$ cat src/rtl/peripheral_msi_arbiter_wb_if.sv
// Wishbone bundle between the requesting masters, the round-robin arbiter
// and the shared downstream port. The arbiter takes the slave view; whatever
// drives the masters and models the downstream slave takes the master view.
interface peripheral_msi_arbiter_wb_if #(
   parameter int DW          = 32,
   parameter int AW          = 32,
   parameter int NUM_MASTERS = 2
);
   logic [NUM_MASTERS-1:0][AW-1:0] wbm_adr_i;
   logic [NUM_MASTERS-1:0][DW-1:0] wbm_dat_i;
   logic [NUM_MASTERS-1:0][3:0]    wbm_sel_i;
   logic [NUM_MASTERS-1:0]         wbm_we_i;
   logic [NUM_MASTERS-1:0]         wbm_cyc_i;
   logic [NUM_MASTERS-1:0]         wbm_stb_i;
   logic [NUM_MASTERS-1:0][2:0]    wbm_cti_i;
   logic [NUM_MASTERS-1:0][1:0]    wbm_bte_i;
   logic [NUM_MASTERS-1:0][DW-1:0] wbm_dat_o;
   logic [NUM_MASTERS-1:0]         wbm_ack_o;
   logic [NUM_MASTERS-1:0]         wbm_err_o;
   logic [NUM_MASTERS-1:0]         wbm_rty_o;

   logic [AW-1:0]                  wbs_adr_o;
   logic [DW-1:0]                  wbs_dat_o;
   logic [3:0]                     wbs_sel_o;
   logic                           wbs_we_o;
   logic                           wbs_cyc_o;
   logic                           wbs_stb_o;
   logic [2:0]                     wbs_cti_o;
   logic [1:0]                     wbs_bte_o;
   logic [DW-1:0]                  wbs_dat_i;
   logic                           wbs_ack_i;
   logic                           wbs_err_i;
   logic                           wbs_rty_i;

   logic [NUM_MASTERS-1:0]         grant_o;

   modport slave (
      input  wbm_adr_i, wbm_dat_i, wbm_sel_i, wbm_we_i, wbm_cyc_i, wbm_stb_i,
      input  wbm_cti_i, wbm_bte_i,
      output wbm_dat_o, wbm_ack_o, wbm_err_o, wbm_rty_o,
      output wbs_adr_o, wbs_dat_o, wbs_sel_o, wbs_we_o, wbs_cyc_o, wbs_stb_o,
      output wbs_cti_o, wbs_bte_o,
      input  wbs_dat_i, wbs_ack_i, wbs_err_i, wbs_rty_i,
      output grant_o
   );

   modport master (
      output wbm_adr_i, wbm_dat_i, wbm_sel_i, wbm_we_i, wbm_cyc_i, wbm_stb_i,
      output wbm_cti_i, wbm_bte_i,
      input  wbm_dat_o, wbm_ack_o, wbm_err_o, wbm_rty_o,
      input  wbs_adr_o, wbs_dat_o, wbs_sel_o, wbs_we_o, wbs_cyc_o, wbs_stb_o,
      input  wbs_cti_o, wbs_bte_o,
      output wbs_dat_i, wbs_ack_i, wbs_err_i, wbs_rty_i,
      input  grant_o
   );
endinterface

$ cat src/rtl/peripheral_msi_arbiter_wb.sv
// Round-robin Wishbone arbiter feeding the MSI address-decode mux.
// Ownership spans the whole cyc envelope so bursts and RMW sequences stay
// atomic; a per-transfer watchdog turns a stalled strobe into an error.
// The interface instance must be built with the same DW/AW/NUM_MASTERS.
//
//   state   | meaning
//   --------+------------------------------------------------------------
//   S_IDLE  | no owner, grant all zero, downstream bus driven to zero
//   S_OWNED | master 'last' owns the bus until it drops its cyc
module peripheral_msi_arbiter_wb #(
   parameter int DW          = 32,
   parameter int AW          = 32,
   parameter int NUM_MASTERS = 2,
   parameter int TIMEOUT     = 255
) (
   input  logic                        wb_clk_i,
   input  logic                        wb_rst_i,
   peripheral_msi_arbiter_wb_if.slave  bus
);
   localparam int LW = (NUM_MASTERS > 1) ? $clog2(NUM_MASTERS) : 1;

   typedef enum logic {S_IDLE, S_OWNED} state_t;

   state_t                 state;
   logic [NUM_MASTERS-1:0] grant;
   logic [LW-1:0]          last;
   logic                   tout;

   logic [LW-1:0]          pick;
   logic [NUM_MASTERS-1:0] pick_oh;
   logic                   any_req;
   logic                   owned;
   logic                   owner_cyc;
   logic                   slv_resp;

   logic [AW-1:0]          fwd_adr;
   logic [DW-1:0]          fwd_dat;
   logic [3:0]             fwd_sel;
   logic                   fwd_we;
   logic                   fwd_cyc;
   logic                   fwd_stb;
   logic [2:0]             fwd_cti;
   logic [1:0]             fwd_bte;

   assign any_req   = |bus.wbm_cyc_i;
   assign owned     = (state == S_OWNED);
   assign owner_cyc = bus.wbm_cyc_i[last];
   assign slv_resp  = bus.wbs_ack_i | bus.wbs_err_i | bus.wbs_rty_i;

   // Next owner: first active cyc scanning last+1, last+2, ... with wrap.
   always_comb begin
      int  idx;
      logic found;
      logic [LW-1:0] cand;
      pick  = last;
      found = 1'b0;
      idx   = 0;
      cand  = '0;
      for (int i = 1; i <= NUM_MASTERS; i++) begin
         idx = int'(last) + i;
         if (idx >= NUM_MASTERS) idx = idx - NUM_MASTERS;
         cand = LW'(idx);
         if (!found && bus.wbm_cyc_i[cand]) begin
            found = 1'b1;
            pick  = cand;
         end
      end
      pick_oh       = '0;
      pick_oh[pick] = 1'b1;
   end

   // Ownership FSM: grant is held while the owner's cyc stays high.
   always_ff @(posedge wb_clk_i or posedge wb_rst_i) begin
      if (wb_rst_i) begin
         state <= S_IDLE;
         grant <= '0;
         last  <= LW'(NUM_MASTERS - 1);
      end else begin
         case (state)
            S_IDLE: begin
               if (any_req) begin
                  state <= S_OWNED;
                  grant <= pick_oh;
                  last  <= pick;
               end
            end
            S_OWNED: begin
               if (!owner_cyc) begin
                  if (any_req) begin
                     grant <= pick_oh;
                     last  <= pick;
                  end else begin
                     state <= S_IDLE;
                     grant <= '0;
                  end
               end
            end
            default: begin
               state <= S_IDLE;
               grant <= '0;
            end
         endcase
      end
   end

   // Watchdog: counts unanswered strobe cycles and pulses tout for one cycle.
   // A response in the final cycle clears the count first, so it wins.
   generate
      if (TIMEOUT > 0) begin : g_wd
         localparam int CW = $clog2(TIMEOUT + 1);
         logic [CW-1:0] wd_cnt;

         // tout is raised on the edge that would bring the count to TIMEOUT.
         always_ff @(posedge wb_clk_i or posedge wb_rst_i) begin
            if (wb_rst_i) begin
               wd_cnt <= '0;
               tout   <= 1'b0;
            end else begin
               tout <= 1'b0;
               if (!fwd_stb || slv_resp) begin
                  wd_cnt <= '0;
               end else if (wd_cnt == CW'(TIMEOUT - 1)) begin
                  wd_cnt <= '0;
                  tout   <= 1'b1;
               end else begin
                  wd_cnt <= wd_cnt + CW'(1);
               end
            end
         end
      end else begin : g_no_wd
         assign tout = 1'b0;
      end
   endgenerate

   // Downstream bus mirrors the owner; the timeout cycle blanks cyc/stb.
   always_comb begin
      fwd_adr = '0;
      fwd_dat = '0;
      fwd_sel = '0;
      fwd_we  = 1'b0;
      fwd_cyc = 1'b0;
      fwd_stb = 1'b0;
      fwd_cti = '0;
      fwd_bte = '0;
      if (owned) begin
         fwd_adr = bus.wbm_adr_i[last];
         fwd_dat = bus.wbm_dat_i[last];
         fwd_sel = bus.wbm_sel_i[last];
         fwd_we  = bus.wbm_we_i[last];
         fwd_cyc = owner_cyc & ~tout;
         fwd_stb = owner_cyc & bus.wbm_stb_i[last] & ~tout;
         fwd_cti = bus.wbm_cti_i[last];
         fwd_bte = bus.wbm_bte_i[last];
      end
   end

   assign bus.wbs_adr_o = fwd_adr;
   assign bus.wbs_dat_o = fwd_dat;
   assign bus.wbs_sel_o = fwd_sel;
   assign bus.wbs_we_o  = fwd_we;
   assign bus.wbs_cyc_o = fwd_cyc;
   assign bus.wbs_stb_o = fwd_stb;
   assign bus.wbs_cti_o = fwd_cti;
   assign bus.wbs_bte_o = fwd_bte;

   assign bus.wbm_dat_o = {NUM_MASTERS{bus.wbs_dat_i}};
   assign bus.wbm_ack_o = grant & {NUM_MASTERS{bus.wbs_ack_i}};
   assign bus.wbm_rty_o = grant & {NUM_MASTERS{bus.wbs_rty_i}};
   assign bus.wbm_err_o = grant & {NUM_MASTERS{bus.wbs_err_i | tout}};
   assign bus.grant_o   = grant;
endmodule

$ cat src/flat_wrapper.sv
// flat-port wrapper written by rule: the top's interface ports become plain ports
module peripheral_msi_arbiter_wb_flat 
#(
   parameter int DW          = 32,
   parameter int AW          = 32,
   parameter int NUM_MASTERS = 2,
   parameter int TIMEOUT     = 255
)
  (wb_clk_i, wb_rst_i, bus_wbm_adr_i, bus_wbm_dat_i, bus_wbm_sel_i, bus_wbm_we_i, bus_wbm_cyc_i, bus_wbm_stb_i, bus_wbm_cti_i, bus_wbm_bte_i, bus_wbm_dat_o, bus_wbm_ack_o, bus_wbm_err_o, bus_wbm_rty_o, bus_wbs_adr_o, bus_wbs_dat_o, bus_wbs_sel_o, bus_wbs_we_o, bus_wbs_cyc_o, bus_wbs_stb_o, bus_wbs_cti_o, bus_wbs_bte_o, bus_wbs_dat_i, bus_wbs_ack_i, bus_wbs_err_i, bus_wbs_rty_i, bus_grant_o);
  peripheral_msi_arbiter_wb_if #(.DW(DW), .AW(AW), .NUM_MASTERS(NUM_MASTERS)) bus_i ();
  input  logic wb_clk_i;
  input  logic wb_rst_i;
  input wire logic [$bits(bus_i.wbm_adr_i)-1:0] bus_wbm_adr_i;
  input wire logic [$bits(bus_i.wbm_dat_i)-1:0] bus_wbm_dat_i;
  input wire logic [$bits(bus_i.wbm_sel_i)-1:0] bus_wbm_sel_i;
  input wire logic [$bits(bus_i.wbm_we_i)-1:0] bus_wbm_we_i;
  input wire logic [$bits(bus_i.wbm_cyc_i)-1:0] bus_wbm_cyc_i;
  input wire logic [$bits(bus_i.wbm_stb_i)-1:0] bus_wbm_stb_i;
  input wire logic [$bits(bus_i.wbm_cti_i)-1:0] bus_wbm_cti_i;
  input wire logic [$bits(bus_i.wbm_bte_i)-1:0] bus_wbm_bte_i;
  output wire logic [$bits(bus_i.wbm_dat_o)-1:0] bus_wbm_dat_o;
  output wire logic [$bits(bus_i.wbm_ack_o)-1:0] bus_wbm_ack_o;
  output wire logic [$bits(bus_i.wbm_err_o)-1:0] bus_wbm_err_o;
  output wire logic [$bits(bus_i.wbm_rty_o)-1:0] bus_wbm_rty_o;
  output wire logic [$bits(bus_i.wbs_adr_o)-1:0] bus_wbs_adr_o;
  output wire logic [$bits(bus_i.wbs_dat_o)-1:0] bus_wbs_dat_o;
  output wire logic [$bits(bus_i.wbs_sel_o)-1:0] bus_wbs_sel_o;
  output wire logic [$bits(bus_i.wbs_we_o)-1:0] bus_wbs_we_o;
  output wire logic [$bits(bus_i.wbs_cyc_o)-1:0] bus_wbs_cyc_o;
  output wire logic [$bits(bus_i.wbs_stb_o)-1:0] bus_wbs_stb_o;
  output wire logic [$bits(bus_i.wbs_cti_o)-1:0] bus_wbs_cti_o;
  output wire logic [$bits(bus_i.wbs_bte_o)-1:0] bus_wbs_bte_o;
  input wire logic [$bits(bus_i.wbs_dat_i)-1:0] bus_wbs_dat_i;
  input wire logic [$bits(bus_i.wbs_ack_i)-1:0] bus_wbs_ack_i;
  input wire logic [$bits(bus_i.wbs_err_i)-1:0] bus_wbs_err_i;
  input wire logic [$bits(bus_i.wbs_rty_i)-1:0] bus_wbs_rty_i;
  output wire logic [$bits(bus_i.grant_o)-1:0] bus_grant_o;
  assign bus_i.wbm_adr_i = bus_wbm_adr_i;
  assign bus_i.wbm_dat_i = bus_wbm_dat_i;
  assign bus_i.wbm_sel_i = bus_wbm_sel_i;
  assign bus_i.wbm_we_i = bus_wbm_we_i;
  assign bus_i.wbm_cyc_i = bus_wbm_cyc_i;
  assign bus_i.wbm_stb_i = bus_wbm_stb_i;
  assign bus_i.wbm_cti_i = bus_wbm_cti_i;
  assign bus_i.wbm_bte_i = bus_wbm_bte_i;
  assign bus_wbm_dat_o = bus_i.wbm_dat_o;
  assign bus_wbm_ack_o = bus_i.wbm_ack_o;
  assign bus_wbm_err_o = bus_i.wbm_err_o;
  assign bus_wbm_rty_o = bus_i.wbm_rty_o;
  assign bus_wbs_adr_o = bus_i.wbs_adr_o;
  assign bus_wbs_dat_o = bus_i.wbs_dat_o;
  assign bus_wbs_sel_o = bus_i.wbs_sel_o;
  assign bus_wbs_we_o = bus_i.wbs_we_o;
  assign bus_wbs_cyc_o = bus_i.wbs_cyc_o;
  assign bus_wbs_stb_o = bus_i.wbs_stb_o;
  assign bus_wbs_cti_o = bus_i.wbs_cti_o;
  assign bus_wbs_bte_o = bus_i.wbs_bte_o;
  assign bus_i.wbs_dat_i = bus_wbs_dat_i;
  assign bus_i.wbs_ack_i = bus_wbs_ack_i;
  assign bus_i.wbs_err_i = bus_wbs_err_i;
  assign bus_i.wbs_rty_i = bus_wbs_rty_i;
  assign bus_grant_o = bus_i.grant_o;
  peripheral_msi_arbiter_wb #(.DW(DW), .AW(AW), .NUM_MASTERS(NUM_MASTERS), .TIMEOUT(TIMEOUT)) u_core (.wb_clk_i(wb_clk_i), .wb_rst_i(wb_rst_i), .bus(bus_i));
endmodule
$ cat config.mk
export PLATFORM = sky130hd
export DESIGN_NAME = peripheral_msi_arbiter_wb_flat
export DESIGN_NICKNAME = d
export VERILOG_FILES = /design/src/rtl/peripheral_msi_arbiter_wb_if.sv /design/src/rtl/peripheral_msi_arbiter_wb.sv /design/src/flat_wrapper.sv
export SDC_FILE = /design/constraint.sdc
export NUM_CORES = 1
export LEC_CHECK = 0
export ABC_AREA = 1
export BUFFER_PORTS_ARGS = -buffer_cell sky130_fd_sc_hd__buf_2
export CAP_MARGIN = 20
export CORE_AREA = 2 2 132 134
export DETAILED_ROUTE_END_ITERATION = 10
export DIE_AREA = 0 0 134 136
export GPL_TIMING_DRIVEN = 1
export HOLD_SLACK_MARGIN = 0.1
export PLACE_DENSITY = 0.5
export SLEW_MARGIN = 20
export SYNTH_ARGS = -nofsm -noshare
export SYNTH_HDL_FRONTEND = slang
export SYNTH_SLANG_ARGS = --single-unit
$ cat constraint.sdc
create_clock -name wb_clk_i -period 1.55 [get_ports wb_clk_i]
set_input_delay 0.0775 -clock wb_clk_i [delete_from_list [all_inputs] [get_ports wb_clk_i]]
set_output_delay 0.0775 -clock wb_clk_i [all_outputs]
set_load 0.1 [all_outputs]
After elaboration in Yosys (flattened, before gate mapping)
Index checks and enable logic that the tools add are counted.

word-level totals
  bits in registers = 13
  input port bits = 189
  output and inout bits = 148
  word-level logic and storage cells = 87

operators by class
  add/sub/neg operators = 5
  magnitude comparators = 7
  equal/unequal tests = 3
  mux-type cells = 49
  bitwise operators = 11
  reductions and logical operators = 7

operators by type and width
  cell                   number
  $mux W32               6
  $mux W1                25
  $mux W8                2
  $mux W2                6
  $mux W4                3
  $mux W3                3
  $add A8 B1 Y8 const B  1
  $eq A8 B8 Y1 const B   1
  $lt A1 B2 Y1 const B   4
  $and A2 B2 Y2          3
  $pmux W1 S2            2
  $pmux W2 S2            1
  $add A1 B2 Y3 const B  1
  $and A1 B1 Y1          3
  $ge A3 B2 Y1 const B   1
  $or A1 B1 Y1           3
  $add A1 B1 Y2 const B  1
  $ge A2 B2 Y1 const B   1
  $logic_and A1 B1 Y1    2
  $logic_not A1 Y1       2
  $ne A2 B1 Y1 const B   1
  $ne A2 B2 Y1 const B   1
  $not A1 Y1             2
  $reduce_and A2 Y1      1
  other kinds (5)        6

Logic depth before layout (Yosys ltp)
  depth in word-level cells = 16
  mapped depth = 8
  mapped depth without buffers = 7

Worst setup path before layout
No wires, ideal clock.

  path type = flip-flop to output port
  start = register u_core.last
  end = output bus_wbs_stb_o
  data arrival time = 3,179 ps
  required time = 1,472 ps
  setup slack = -1,706 ps
  stages on the path, launching flop included = 7
  buffers on the path = 2
  path through = dfstp_2 > buf_6 > buf_6 > nor2_4 > nor2_1 > nand2_1 > nor3b_1

between the ends
  cells in the longest elaborated chain, start to end = 5
  elaborated cells on any way between the ends = 7
  classes of those cells = mux: 5; bitwise: 2

ends and longest elaborated chain
  what                                      RTL line                                                           RTL
  from (decl)                               peripheral_msi_arbiter_wb.sv:26                                    logic [LW-1:0] last;
  from (signal assigned)                    peripheral_msi_arbiter_wb.sv:77                                    last <= LW'(NUM_MASTERS - 1);
  from (signal assigned)                    peripheral_msi_arbiter_wb.sv:84                                    last <= pick;
  from (signal assigned)                    peripheral_msi_arbiter_wb.sv:91                                    last <= pick;
  $mux W1 (on tied branches) (2 in series)  peripheral_msi_arbiter_wb.sv:47, peripheral_msi_arbiter_wb.sv:151
  $and A1 B1 Y1 * (2 in series)             peripheral_msi_arbiter_wb.sv:151                                   fwd_stb = owner_cyc & bus.wbm_stb_i[last] & ~tout;
  $mux W1 *                                 peripheral_msi_arbiter_wb.sv:145                                   if (owned) begin
  to (decl)                                 flat_wrapper.sv:30                                                 output wire logic [$bits(bus_i.wbs_stb_o)-1:0] bus_wbs_stb_o;

Every way passes the cells marked *; elsewhere a longest branch is shown, timed or not. The select of a mux whose other input is x is not followed.

Worst setup path after layout
Same ends and word-level chain as after synthesis.

==> results.py <==
metrics = {
    "status": {
        "status": "finished, violations left",
        "violations": "setup timing",
    },
    "finish": {
        "drive_above_1_share": 0.696,
        "diodes": 0,
        "fin_nets": 800,
        "mostFrequentLayoutCells": "buf_2 (164), nor2_4 (114), buf_12 (84)",
        "mostFrequentLayoutCell": "buf_2",
        "layout-area-overhead-vs-synth_pct": 148,
    },
    "global_routing": {
        "antenna_found_initial": 0,
        "grt_max_degree": 37,
        "grt_pass1_wl_um": 16600,
        "grt_overflow_total": 0,
        "grt_pass1_vias": 3222,
        "grt.total_usage": 0.111,
    },
    "cts": {
        "tritoncts": "done",
        "cts-htree-levels": 1,
        "clk_path_buf_depth": 2,
        "cts_made_buffers": 3,
        "root_buffer": "clkbuf_16",
        "path_clk_slew_ns": 0.04,
        "cts_sinks": 13,
        "clock_latency_ns": 0.25,
    },
    "route": {
        "vias": 3231,
        "first_iter_violations": 79,
        "wl_per_cell_um": 13.5,
        "drt-total-wl_um": 11300,
        "viasPerCell": 3.88,
        "first_pass_iters": 4,
        "drtAntennaViolNets": 0,
        "drcViolationCount": 0,
    },
    "yosys": {
        "synth_largest_area_cell": "nor2_1",
        "netlist_area_um2": 2340,
        "ys_warn_count": 0,
        "synth.top_cell.area_share": 0.263,
        "synthCells": 413,
        "syn-mean-instance-area_um2": 5.67,
        "synth_nets": 604,
        "synth_seq_cells": 13,
        "seq_area_frac_synth": 0.139,
        "synth.area.top_cells": "nor2_1 (26%), buf_4 (21%), o21ai_0 (14%), dfrtp_1 (13%), nand2_1 (4.8%)",
        "ys_types": 24,
    },
    "place": {
        "hpwlAfterDp_um": 8890,
        "dpl_worst_slack_ns": -0.0103,
        "io_buffers": 240,
        "place_congestion": 0.734,
    },
    "worst_setup_path": {
        "cp.arrival_ns": 1.65,
        "crit_path_start_kind": "flop",
        "path_class": "flop to primary output",
        "cp_max_fo": 5,
        "required_ns": 1.47,
        "critPathCaptureType": "primary output",
    },
    "power": {
        "power.density_nw_per_um2": 2020,
        "p_leak_nw": 2.61,
        "vdd_drop_max_mv": 0.923,
    },
    "timing": {
        "finalCritPeriodShare": 1.11,
        "skew_ns": 0.00302,
        "rsz0062_at_grt": "true",
        "final_max_slew_viol_count": 0,
        "timing.final.ws_setup_ns": -0.173,
        "clock.fmax_ghz": 0.580,
        "relSlewSlack": 0.660,
        "whs_ns": 0.155,
        "hold_viol_final": 0,
        "tightest_slew_ns": 0.510,
        "period_needed_ns": 1.72,
        "setup_viol": 75,
    },
    "floorplan": {
        "rows": 48,
        "initial_utilization": 0.139,
        "pin_count": 337,
        "chipWidth_um": 134,
        "die-area_um2": 18200,
        "dieHeight_um": 136,
        "core_area_um2": 16900,
    },
    "flow_run": {
        "cap_violations": 0,
    },
    "hold_path": {
        "hp-class": "primary input to primary output",
    },
}
## through the flow
step | cell area, um2 | setup TNS (ns) | std cells | utilization | total power, W
2_1_floorplan | 2920 | -2.81 | 413 | - | 0.00777
3_3_place_gp | 5120 | -0.00423 | 815 | 0.303 | 0.0103
3_5_place_dp | 5120 | -0.0143 | 815 | 0.303 | 0.0103
4_1_cts | 5560 | -8.01 | 825 | 0.330 | 0.0114
5_1_grt | 5810 | -14.39 | 833 | 0.345 | 0.0122
6_report | 5810 | -9.07 | 833 | 0.345 | 0.0118
## Yosys cell counts
| library cell | n |
|---|---|
| o21ai_0 | 66 |
| nor2_1 | 164 |
| or2_2 | 1 |
| buf_2 | 8 |
| nand4_4 | 1 |
| buf_6 | 8 |
| inv_1 | 16 |
| nand3b_1 | 1 |
| nor3b_1 | 1 |
| dfrtp_1 | 12 |
| dfstp_2 | 1 |
| nor3_1 | 1 |
| o211ai_1 | 2 |
| o21bai_1 | 2 |
| clkbuf_1 | 9 |
| nand2_1 | 30 |
| o21a_1 | 2 |
| nor2_4 | 2 |
| buf_4 | 64 |
| nand3_1 | 7 |
| nand2_4 | 2 |
| ha_1 | 2 |
| inv_4 | 1 |
| o21ai_1 | 10 |
## where the power goes
group,switching [W],internal [W],total (W)
clock network,0.000151,0.000348,0.000499
logic,0.00705,0.00378,0.0108
registers,0.0000541,0.000383,0.000437
total,0.00726,0.00451,0.0118
## final timing paths
kind	depth (start not counted)	slack, ns	end	from
worst max-delay path	6	-0.17	bus_wbs_stb_o	u_core.last
worst max register to register	7	0.02	u_core.g_wd.wd_cnt[5]	u_core.last
worst min-delay path	0	0.16	bus_wbm_dat_o[41]	bus_wbs_dat_i[9]
max in group asynchronous	3	0.77	u_core.owned	wb_rst_i
min in group asynchronous	3	0.40	u_core.g_wd.wd_cnt[3]	wb_rst_i
worst min register to register	2	0.53	u_core.bus.grant_o[0]	u_core.bus.grant_o[0]
## cell type report
type	instances	area, um2
sequential	13	333
clock buffer	4	78.8
tap	225	282
multi-input combinational	294	2220
fill	1728	11100
timing repair buffer	280	2840
inverter	17	66.3
## per-layer routing
| layer | part of all wire | vias up | global-route usage |
|---|---|---|---|
| li1 | - | 1629 | - |
| met1 | 0.39 | 1455 | 0.130 |
| met2 | 0.52 | 127 | 0.207 |
| met3 | 0.074 | 20 | 0.0235 |
| met4 | 0.017 | 0 | 0.0260 |
| met5 | 0 | - | 0 |
## state kept, by name, indices dropped and copies added, names as in the netlist
signal	cells
u_core.last	1
u_core.g_wd.wd_cnt	8
u_core.owned	1
u_core.bus.grant_o	2
u_core.tout	1
## worst max-delay path, stage by stage, from the launching register on
cell	delay [ns]
dfstp_2	0.61
buf_6	0.14
nor2_4	0.04
nor2_4	0.09
nand2_4	0.08
nor3b_4	0.24
buf_12	0.20
## repair_timing
item / 4_1_cts / 5_1_grt
endpoints found under the hold margin: 13 / 0
hold buffers: 2 / 0
pin swaps: 3 / 6
resized for setup: 127 / 52
setup buffers: 4 / 8
cloned: 0 / 2
endpoints found under the setup margin: 76 / 78
## logic make-up after synthesis
group                      Yosys count  share of synthesized area
buffers and inverters              106                      0.303
and+or+nand+nor                    210                      0.365
DFF                                 13                      0.139
AOI/OAI and AO/OA                   82                      0.182
adders and majority gates            2                     0.0107
No activity file was read; power rests on OpenSTA's default activity.
